===== src/rtl/shift_rows_pipe.sv =====
// rtl/shift_rows_pipe.sv - ShiftRows/InvShiftRows stage with per-beat direction and output FIFO
module shift_rows_pipe #(
  parameter int CELL_W = 4,
  parameter int NB     = 2,
  parameter int DEPTH  = 2,
  localparam int W     = NB * NB * CELL_W,
  localparam int CW    = $clog2(DEPTH + 1)
) (
  input  logic          clk,
  input  logic          rst,
  input  logic          in_valid,
  output logic          in_ready,
  input  logic          in_inv,
  input  logic [W-1:0]  in_data,
  input  logic          flush,
  output logic          out_valid,
  input  logic          out_ready,
  output logic [W-1:0]  out_data,
  output logic [CW-1:0] count
);

  localparam int PW = (DEPTH > 1) ? $clog2(DEPTH) : 1;

  logic [W-1:0]  shifted;
  logic [W-1:0]  mem [DEPTH];
  logic [PW-1:0] rd_ptr;
  logic [PW-1:0] wr_ptr;
  logic          push;
  logic          pop;

  // Cells are column-major, MSB first; each output cell is a pure wire selection.
  for (genvar c = 0; c < NB; c++) begin : g_col
    for (genvar r = 0; r < NB; r++) begin : g_row
      localparam int ENC = (c + r) % NB;
      localparam int DEC = (c - r + NB) % NB;
      assign shifted[W-1-(c*NB+r)*CELL_W -: CELL_W] = in_inv
          ? in_data[W-1-(DEC*NB+r)*CELL_W -: CELL_W]
          : in_data[W-1-(ENC*NB+r)*CELL_W -: CELL_W];
    end
  end

  function automatic logic [PW-1:0] bump(input logic [PW-1:0] p);
    return (p == PW'(DEPTH - 1)) ? '0 : p + 1'b1;
  endfunction

  // in_ready depends only on registered occupancy, never on out_ready.
  assign in_ready  = !rst && !flush && (count < CW'(DEPTH));
  assign out_valid = (count != '0);
  assign push      = in_valid && in_ready;
  assign pop       = out_valid && out_ready;
  assign out_data  = out_valid ? mem[rd_ptr] : '0;

  always_ff @(posedge clk) begin
    if (rst || flush) begin
      rd_ptr <= '0;
      wr_ptr <= '0;
      count  <= '0;
    end else begin
      if (push) wr_ptr <= bump(wr_ptr);
      if (pop)  rd_ptr <= bump(rd_ptr);
      if (push && !pop)      count <= count + 1'b1;
      else if (pop && !push) count <= count - 1'b1;
    end
  end

  // Storage needs no reset: out_data is masked whenever the FIFO is empty.
  always_ff @(posedge clk) begin
    if (push) mem[wr_ptr] <= shifted;
  end

endmodule


===== config.mk =====
export PLATFORM = sky130hd
export DESIGN_NAME = shift_rows_pipe
export DESIGN_NICKNAME = d
export VERILOG_FILES = /design/src/rtl/shift_rows_pipe.sv
export SDC_FILE = /design/constraint.sdc
export NUM_CORES = 1
export LEC_CHECK = 0
export CAP_MARGIN = 20
export CORE_MARGIN = 8
export CORE_UTILIZATION = 35
export CTS_BUF_LIST = sky130_fd_sc_hd__clkbuf_4
export DETAILED_ROUTE_END_ITERATION = 10
export PLACE_DENSITY = 0.66
export SYNTH_ARGS = -nofsm -noshare
export SYNTH_HDL_FRONTEND = slang
export SYNTH_SLANG_ARGS = --single-unit

===== constraint.sdc =====
create_clock -name clk -period 1.6 [get_ports clk]
set_clock_uncertainty 0.1 [all_clocks]
set_input_delay 0.16 -clock clk [delete_from_list [all_inputs] [get_ports clk]]
set_output_delay 0.16 -clock clk [all_outputs]
set_load 0.005 [all_outputs]

==> summary.txt, run 1 <==
Global route
  – Total GRT Usage: 0.107
  – GRT overflow: 0
  – First-pass GRT wire length: 5110 um
  – Largest net degree at the start of global routing: 12
  – Vias in the first global route: 1006
  – Initial antenna violation count: 0

Placed design
  – Gp weighted congestion: 0.692
  – DP HPWL: 2220 um
  – # port buffers: 40
  – Pre-CTS WS: -0.422 ns

Drt
  – Via count: 972
  – Detailed Route Iter0 Violations: 56
  – Pre-Repair DR Iteration Count: 4
  – Number of routed nets with antenna violations: 0
  – DR vias/cell: 4.44
  – Drt wl/cell: 15.4 um
  – Routed wire length: 3380 um
  – Remaining routing DRC violations: 0

Clock tree
  – Clock latency on the worst-skew pair: 0.33 ns
  – Max clock buf depth: 2
  – Number of buffers created by CTS: 5
  – Clk slew on worst S/H paths: 0.10 ns
  – CTS root buf: clkbuf_4
  – H-tree levels: 2
  – CTS tree: yes
  – Cts hold-fix bufs: 0
  – CTS Sinks: 37

Floorplan
  – # IOs: 42
  – Starting Density: 0.364
  – Die area: 6480 sq um
  – Core area: 4000 sq um
  – Die height: 80.5 um
  – Die width: 80.5 um
  – Std-Cell Rows: 23

Synthesis
  – Seq/Total Area, Yosys: 0.729
  – Asr flop ratio synth: 0
  – Mapped Nets: 117
  – Yosys top cell by area: edfxtp_1
  – Area share of the largest cell type after synthesis: 0.660
  – Syn. warnings: 0
  – Number of synthesized flops with an enable pin: 32
  – Most frequent cell after synthesis: edfxtp_1
  – Syn Inst Count: 94
  – #FFs+latches synth: 37
  – Post-Syn Area: 1460 sq um
  – Synth area leaders: edfxtp_1, mux2i_1, dfxtp_1, nor2_1, xor2_1
  – Syn avg cell area: 15.5 sq um
  – Post-synth top cells: edfxtp_1, nor2_1, mux2i_1
  – Prevailing post-synth register cell: edfxtp_1
  – Netlist cell types: 20

Timing
  – Max Clock Freq: 596 MHz
  – Pins Over Slew Limit: 0
  – Setup_tns: -0.246 ns
  – Setup Viol. Count Final: 8
  – Min Tclk post-route: 1.68 ns
  – Worst setup slack after layout: -0.0766 ns
  – Final Cycle Share: 1.05
  – Slew headroom: 0.872
  – Unrepaired setup endpoints after global routing: yes
  – Final hold vios: 0
  – Fin Hold WS: 0.244 ns
  – Least-Margin Pin Slew: 0.186 ns

Critical path
  – Critical Path, Cell by Cell: buf_6, buf_6, buf_6, mux2i_1, nor2_1, buf_2
  – WP data required: 1.34 ns
  – CP Max Fanout: 3
  – Most common cell on crit path: buf_6
  – Worst Setup End Kind: output pin
  – Slowest CP cell: dfxtp_4
  – CP Class: reg2out
  – Worst EP arrival: 1.42 ns
  – Largest stage delay, worst path: 0.37 ns
  – Type of origin of the critical path: flop

Pwr
  – Leakage power: 0.865 nW
  – Peak VDD IR: 0.520 mV
  – Cell area power density: 778 nW/um^2
  – Total power: 1.74 mW

Flow run
  – Max_cap viols: 0

Layout
  – # fillers: 346
  – Share of cells above drive strength 1: 0.391
  – Final Util: 0.559
  – Register Area: 1070 sq um
  – Net count, final: 191
  – Area Overhead vs Synth: 53.5%
  – Multi-input gate area: 403 sq um
  – # diodes: 0

Status
  – Violated checks: negative setup slack
  – Outcome: complete, but fails checks

Worst hold path
  – HP Class: in2reg
==> layout by cell type (no fill, tap or decap), types with 2 or more instances in the layout <==
cell / netlist / final
xor2_1: 3 / 2
buf_6: 2 / 17
clkbuf_2: 0 / 4
buf_4: 0 / 11
dfxtp_2: 0 / 2
nor2_1: 21 / 21
clkbuf_4: 0 / 5
clkdlybuf4s50_1: 0 / 19
buf_2: 2 / 12
buf_12: 0 / 3
mux2i_1: 16 / 16
edfxtp_1: 32 / 32
dlygate4sd2_1: 0 / 4
clkinv_1: 0 / 2
dfxtp_1: 5 / 2
==> where the power goes <==
group | internal [mW] | leakage, nW | switching, mW
Combinational | 0.129 | 0.502 | 0.0839
Clock | 0.159 | 0.0300 | 0.294
Sequential | 1.07 | 0.333 | 0.00830
==> routing by layer <==
layer	vias up	part of all wire	wire length (um)	global-route usage
met3	4	0.090	305	0.0569
li1	482	-	-	-
met4	0	0.010	34	0.0382
met5	-	0	0	0
met2	35	0.48	1620	0.178
met1	451	0.42	1410	0.111
==> through the flow <==
step	std cells	instance area, sq um
after CTS	214	2150
after detailed placement	192	2000
final	219	2240
after global placement	192	2000
after floorplan	94	1460
after global routing	219	2240
==> flip-flops by register name, indices dropped and copies added, names as in the netlist, named ones only <==
name	cells
mem	32
wr_ptr	1
rd_ptr	1
count	2
==> logic make-up after synthesis <==
logic type                 synth area share
AOI/OAI and AO/OA                    0.0103
adders and majority gates           0.00859
and+or+nand+nor                      0.0937
DFF                                   0.729
xor gates and xnor gates             0.0241
muxes                                 0.110
buffers and inverters                0.0249
==> repair_timing <==
action                                  in CTS  in global routing
resized for setup                           77                 21
setup buffers                               13                  5
gates cloned                                 1                  0
pin swaps                                    7                  9
endpoints found under the setup margin      21                 17
==> final cells by class <==
type                    count  share of cell area
flip-flops and latches     37               0.477
repair buffers             71               0.290
multi-input cells          52               0.180
well taps                  50              0.0280
clock buffers               5              0.0168
clock inverters             3             0.00560
inverters                   1             0.00168
==> path summary, 6_finish.rpt <==
check             startpoint  slack [ns]           to  cells past startpoint
setup / recovery        flop       -0.08  out_data[3]                      6
hold / removal           rst        0.24     count[1]                      4
setup reg to reg    count[1]       -0.02     count[1]                      5
hold reg to reg       rd_ptr        0.42         flop                      2
==> critical path, delay by kind of cell (launching register included) <==
| family | cells | cell delay [ns] |
|---|---|---|
| buffers and inverters | 4 | 0.48 |
| muxes | 1 | 0.11 |
| and+or+nand+nor | 1 | 0.13 |
| DFF | 1 | 0.37 |
Note: power is estimated with default switching activity, not from simulation.
==> run 2, diff against run 1 <==
--- a/config.mk
+++ b/config.mk
@@ -11,6 +11,7 @@
 export CTS_BUF_LIST = sky130_fd_sc_hd__clkbuf_4
 export DETAILED_ROUTE_END_ITERATION = 10
 export PLACE_DENSITY = 0.66
+export RECOVER_POWER = 100
 export SYNTH_ARGS = -nofsm -noshare
 export SYNTH_HDL_FRONTEND = slang
 export SYNTH_SLANG_ARGS = --single-unit
==> run 2 against run 1 <==
Compared with the run above: the run still ends with negative setup slack left; combinational power down 6%; sequential power about the same; wire length up 0.12%; highest routed layer unchanged; largest power group unchanged; sequential share of layout area up 0.24 points; clock power about the same; flip-flop and latch count unchanged; worst hold slack better by 0.057 ns; core utilization down 0.41 points; total power down 0.76%; setup slack worse by 0.0047 ns; clock-buffer cell count unchanged; final area down 0.73%.
==> summary.txt, run 2 (synthesized netlist as in run 1, its figures left out) <==
Timing
  – Final Cycle Share: 1.05 (+0.00293)
  – Min Tclk post-route: 1.68 ns (+0.00469 ns)
  – Slew headroom: 0.873 (+0.00106)
  – Least-Margin Pin Slew: 0.185 ns (-0.00154 ns)
  – Setup Viol. Count Final: 38 (+30)
  – Final hold vios: 0 (unchanged)
  – Worst setup slack after layout: -0.0813 ns (-0.00469 ns)
  – Pins Over Slew Limit: 0 (unchanged)
  – Setup_tns: -0.987 ns (-0.741 ns)
  – Unrepaired setup endpoints after global routing: yes
  – Max Clock Freq: 595 MHz (-0.28%)

Critical path
  – WP data required: 1.78 ns (+0.44 ns)
  – Worst EP arrival: 1.86 ns (+0.44 ns)
  – CP Launch Point: count[1]
  – Cells on worst reg2reg path: 5 (unchanged)
  – Type of origin of the critical path: flop
  – Setup crit end: count[1]
  – Worst r2r src: count[1]
  – Internal reg-to-reg setup slack: -0.08 ns (-0.06 ns)
  – CP Max Fanout: 7 (+4)
  – Worst Setup End Kind: flop
  – CP Class: reg2reg
  – Reg-to-reg critical path endpoint: count[1]

Layout
  – Register with the most flip-flops: mem
  – Top Registers: mem x32, count x2
  – Area Overhead vs Synth: 52.4%
  – Non-Filler Instances: 219 (unchanged)
  – Most frequent cells in the layout: edfxtp_1, nor2_1, mux2i_1, dlygate4sd3_1, buf_6
  – Most common cell after layout, fill and taps aside: edfxtp_1
  – Max FFs per register: 32 (unchanged)
  – Share of cells above drive strength 1: 0.367 (-0.0237)
  – Net count, final: 191 (unchanged)
  – # diodes: 0 (unchanged)
  – Final Util: 0.555 (-0.00407)
  – # fillers: 351 (+1.4%)

Clock tree
  – H-tree levels: 2 (unchanged)
  – Clk slew on worst S/H paths: 0.10 ns (about the same)
  – Max clock buf depth: 2 (unchanged)
  – CTS root buf: clkbuf_4
  – Clock latency on the worst-skew pair: 0.33 ns (about the same)
  – Number of buffers created by CTS: 5 (unchanged)
  – CTS tree: yes
  – CTS Sinks: 37 (unchanged)

Global route
  – Total GRT Usage: 0.107 (unchanged)
  – Largest net degree at the start of global routing: 12 (unchanged)
  – Initial antenna violation count: 0 (unchanged)
  – First-pass GRT wire length: 5110 um (unchanged)
  – Vias in the first global route: 1006 (unchanged)
  – GRT overflow: 0 (unchanged)

Floorplan
  – Die area: 6480 sq um (unchanged)
  – Die height: 80.5 um (unchanged)
  – Core area: 4000 sq um (unchanged)
  – # IOs: 42 (unchanged)
  – Std-Cell Rows: 23 (unchanged)
  – Starting Density: 0.364 (unchanged)
  – Die width: 80.5 um (unchanged)

Pwr
  – Cell area power density: 778 nW/um^2 (about the same)
  – Peak VDD IR: 0.514 mV (-1.1%)
  – Total power: 1.73 mW (-0.76%)
  – Leakage power: 0.860 nW (-0.53%)

Drt
  – DR vias/cell: 4.46 (+0.51%)
  – Detailed Route Iter0 Violations: 57 (+1.8%)
  – Remaining routing DRC violations: 0 (unchanged)
  – Pre-Repair DR Iteration Count: 4 (unchanged)
  – Via count: 977 (+0.51%)
  – Routed wire length: 3380 um (+0.12%)
  – Number of routed nets with antenna violations: 0 (unchanged)
  – Drt wl/cell: 15.4 um (+0.12%)

Placed design
  – # port buffers: 40 (unchanged)
  – Gp weighted congestion: 0.692 (unchanged)
  – Placed insts: 192 (unchanged)
  – DP HPWL: 2220 um (unchanged)

Worst hold path
  – HP Class: in2reg

Status
  – Violated checks: negative setup slack
  – Outcome: complete, but fails checks

Flow run
  – Max_cap viols: 0 (unchanged)
[run 2: cell types whose count changed in the layout (fill, tap and decap cells not counted), moves of 2 or more]
cell             delta
clkdlybuf4s50_1    -16
dlygate4sd3_1      +16
buf_6               -2
clkbuf_4            +2
dfxtp_1             +2
dfxtp_2             -2
[run 2: repair_timing]
item | in CTS | in global routing
setup endpoints to repair | 21 | 17
pin swaps | 7 | 9
cloned | 1 | 0
buffers inserted | 13 | 5
resized for setup | 77 | 21
hold buffers | 0 | 0
[run 2: how the worst min path moves through the flow]
stage                    start   endpoint  slack [ns]  depth (start not counted)
finish                     rst   count[1]        0.30                          4
global route               rst   count[1]        0.31                          4
detailed placement      rd_ptr       flop        0.40                          2
global placement        rd_ptr     rd_ptr        0.39                          2
floorplan           in_data[8]  mem[0][0]        0.16                          0
CTS                        rst   count[1]        0.23                          4
[run 2: layout make-up]
class	instances	area, sq um	share of cell area
flip-flops and latches	37	1060	0.480
repair buffers	71	638	0.287
multi-input cells	52	400	0.180
well taps	50	62.6	0.0282
clock buffers	5	37.5	0.0169
clock inverters	3	12.5	0.00564
inverters	1	3.75	0.00169
[run 2: critical path, stage by stage, from the launching register on]
cell and delay [ns]:
dfxtp_1 0.34, clkbuf_2 0.18, nor3b_4 0.27, ha_4 0.24, or3_4 0.36, a21oi_2 0.13
[run 2: metrics by stage]
step,hold slack (ns),area [sq um],setup WS (ns)
6_report,0.301,2220,-0.0813
5_1_grt,0.305,2220,-0.147
4_1_cts,0.234,2150,-0.0952
3_5_place_dp,0.397,2000,-0.422
3_3_place_gp,0.386,2000,-0.292
2_1_floorplan,0.159,1460,0.0103
[run 2: power by group]
| part | switching (mW) | internal, mW | leakage [nW] |
|---|---|---|---|
| Combinational | 0.0834 | 0.117 | 0.498 |
| Sequential | 0.00814 | 1.07 | 0.332 |
| Clock | 0.293 | 0.159 | 0.0300 |
| Total | 0.385 | 1.34 | 0.860 |
[run 2: metal layers]
layer  vias up  share of wire  GRT usage
li1        482              -          -
met3         4           0.10     0.0569
met1       456           0.41      0.111
met2        35           0.48      0.178
met4         0          0.010     0.0382
met5         -              0          0
==> run 3, diff against run 2 <==
--- a/config.mk
+++ b/config.mk
@@ -12,6 +12,7 @@
 export DETAILED_ROUTE_END_ITERATION = 10
 export PLACE_DENSITY = 0.66
 export RECOVER_POWER = 100
+export REMOVE_ABC_BUFFERS = 1
 export SYNTH_ARGS = -nofsm -noshare
 export SYNTH_HDL_FRONTEND = slang
 export SYNTH_SLANG_ARGS = --single-unit
==> run 3 against run 2 <==
Compared with the run above: the flow still finishes with violations (negative setup slack); cell count decreased by 4.6%; non-clock buffer count decreased by 10; via count decreased by 3.5%; flip-flop and latch count unchanged; die area unchanged; global-route usage decreased by 1.2 points; total power increased by 17%; maximum frequency increased by 4.0%; worst hold slack improved by 0.072 ns; critical path type is now in2reg; critical endpoint unchanged.
==> summary.txt, run 3 (synthesized netlist as in run 1, its figures left out) <==
Clock tree
  – Number of buffers created by CTS: 5 (unchanged)
  – CTS Sinks: 37 (unchanged)
  – Clk slew on worst S/H paths: 0.11 ns (about the same)
  – Cts hold-fix bufs: 0 (unchanged)
  – Max clock buf depth: 2 (unchanged)
  – CTS tree: yes
  – Clock latency on the worst-skew pair: 0.33 ns (about the same)
  – CTS root buf: clkbuf_4
  – H-tree levels: 2 (unchanged)

Timing
  – Setup Viol. Count Final: 1 (-97%)
  – Slew headroom: 0.888 (+0.0143)
  – Min Tclk post-route: 1.62 ns (-0.0650 ns)
  – Final hold vios: 0 (unchanged)
  – Unrepaired setup endpoints after global routing: yes
  – Max Clock Freq: 619 MHz (+4.0%)
  – Least-Margin Pin Slew: 0.164 ns (-0.0209 ns)
  – Fin Hold WS: 0.373 ns (+0.0721 ns)
  – Worst setup slack after layout: -0.0163 ns (+0.0650 ns)
  – Final Cycle Share: 1.01 (-0.0406)
  – Pins Over Slew Limit: 0 (unchanged)
  – Setup_tns: -0.0163 ns (+0.971 ns)

Layout
  – Cell area after layout: 2130 sq um (-4.0%)
  – # fillers: 354 (+0.85%)
  – Non-Filler Instances: 209 (-4.6%)
  – Most common cell after layout, fill and taps aside: edfxtp_1
  – Register Area: 1070 sq um (+0.12%)
  – Top Registers: mem x32, count x2
  – Final Util: 0.533 (-0.0222)
  – Register with the most flip-flops: mem
  – Net count, final: 181 (-5.2%)
  – Most frequent cells in the layout: edfxtp_1, nor2_1, mux2i_1, dlygate4sd3_1, buf_4
  – # diodes: 0 (unchanged)
  – Share of cells above drive strength 1: 0.308 (-0.0587)
  – Multi-input gate area: 370 sq um (-7.5%)
  – Area Overhead vs Synth: 46.3%
  – Max FFs per register: 32 (unchanged)

Critical path
  – Critical Path, Cell by Cell: clkdlybuf4s50_1, or2_4, nor3b_4, ha_1, or3_1, a21oi_1
  – Worst r2r src: count[1]
  – Worst EP arrival: 1.78 ns (-0.08 ns)
  – CP Max Fanout: 2 (-5)
  – CP bufs+invs: 1 (unchanged)
  – Internal reg-to-reg setup slack: 0.01 ns (+0.09 ns)
  – Delay-heaviest family, CP: simple AND/OR/NAND/NOR gates
  – Worst Setup End Kind: flop
  – Slowest CP cell: clkdlybuf4s50_1
  – Type of origin of the critical path: input port
  – Largest stage delay, worst path: 0.39 ns (+0.03 ns)
  – WP data required: 1.76 ns (-0.02 ns)
  – CP Launch Point: flush
  – CP Class: in2reg

Drt
  – Number of routed nets with antenna violations: 0 (unchanged)
  – Drt wl/cell: 13.7 um (-12%)
  – Pre-Repair DR Iteration Count: 3 (-1)
  – Detailed Route Iter0 Violations: 38 (-33%)
  – Via count: 943 (-3.5%)
  – Routed wire length: 2860 um (-16%)
  – Remaining routing DRC violations: 0 (unchanged)
  – DR vias/cell: 4.51 (+1.1%)

Global route
  – Grt met2 use: 0.160 (-0.0176)
  – Met1 usage in global routing: 0.0959 (-0.0155)
  – Vias in the first global route: 1025 (+1.9%)
  – Gr busiest metal: met2
  – GRT overflow: 0 (unchanged)
  – First-pass GRT wire length: 4620 um (-9.6%)
  – Total GRT Usage: 0.0948 (-0.0121)
  – Largest net degree at the start of global routing: 16 (+4)
  – Initial antenna violation count: 0 (unchanged)
  – GRT met3 Usage: 0.0491 (-0.00781)

Placed design
  – Dpl cell area: 1980 sq um (-1.0%)
  – Placed insts: 193 (+0.52%)
  – Gp weighted congestion: 0.676 (-2.3%)
  – Pre-CTS WS: -0.371 ns (+0.0511 ns)
  – DP HPWL: 2130 um (-4.2%)
  – # port buffers: 40 (unchanged)

Flow run
  – Max_cap viols: 0 (unchanged)

Floorplan
  – Die height: 80.5 um (unchanged)
  – Std-Cell Rows: 23 (unchanged)
  – Die area: 6480 sq um (unchanged)
  – Starting Density: 0.364 (unchanged)
  – Die width: 80.5 um (unchanged)
  – # IOs: 42 (unchanged)
  – Core area: 4000 sq um (unchanged)

Status
  – Outcome: complete, but fails checks
  – Violated checks: negative setup slack

Pwr
  – Leakage power: 0.821 nW (-4.6%)
  – Cell area power density: 951 nW/um^2 (+22%)
  – Peak VDD IR: 0.431 mV (-16%)
  – Total power: 2.03 mW (+17%)

Worst hold path
  – HP Class: in2reg
  – Start point of the worst hold path: in_data[7]
==> run 3: final timing paths <==
| path | to | depth (start not counted) |
|---|---|---|
| worst max register to register | count[1] | 5 |
| worst max-delay path | count[1] | 6 |
| worst min register to register | wr_ptr | 2 |
| worst min-delay path | mem[1][7] | 1 |
==> run 3: area by class of cell <==
class	instances	area share
tap	50	0.0294
multi-input combinational	52	0.174
timing repair buffer	61	0.247
inverter	1	0.00176
clock buffer	5	0.0176
sequential	37	0.500
clock inverter	3	0.0305
==> run 3: where the power goes <==
group / switching [mW] / internal, mW
Sequential: 0.00704 / 1.07
Combinational: 0.0735 / 0.105
Clock: 0.291 / 0.484
==> run 3: per-layer routing <==
metal,share of wire,vias up
met2,0.46,34
met5,0,-
li1,-,468
met4,0.016,0
met1,0.42,435
met3,0.10,6
==> run 3: worst reg2reg max path, cell delays in order (launching register included) <==
cell	delay (ns)
dfxtp_2	0.35
buf_6	0.13
nor3b_4	0.19
ha_1	0.27
or3_1	0.35
a21oi_1	0.14
==> run 3: what timing repair did <==
item                       in CTS  in global routing
gates resized for setup        59                 17
buffers inserted                6                  3
pin swaps                       2                  3
setup endpoints to repair      21                 15
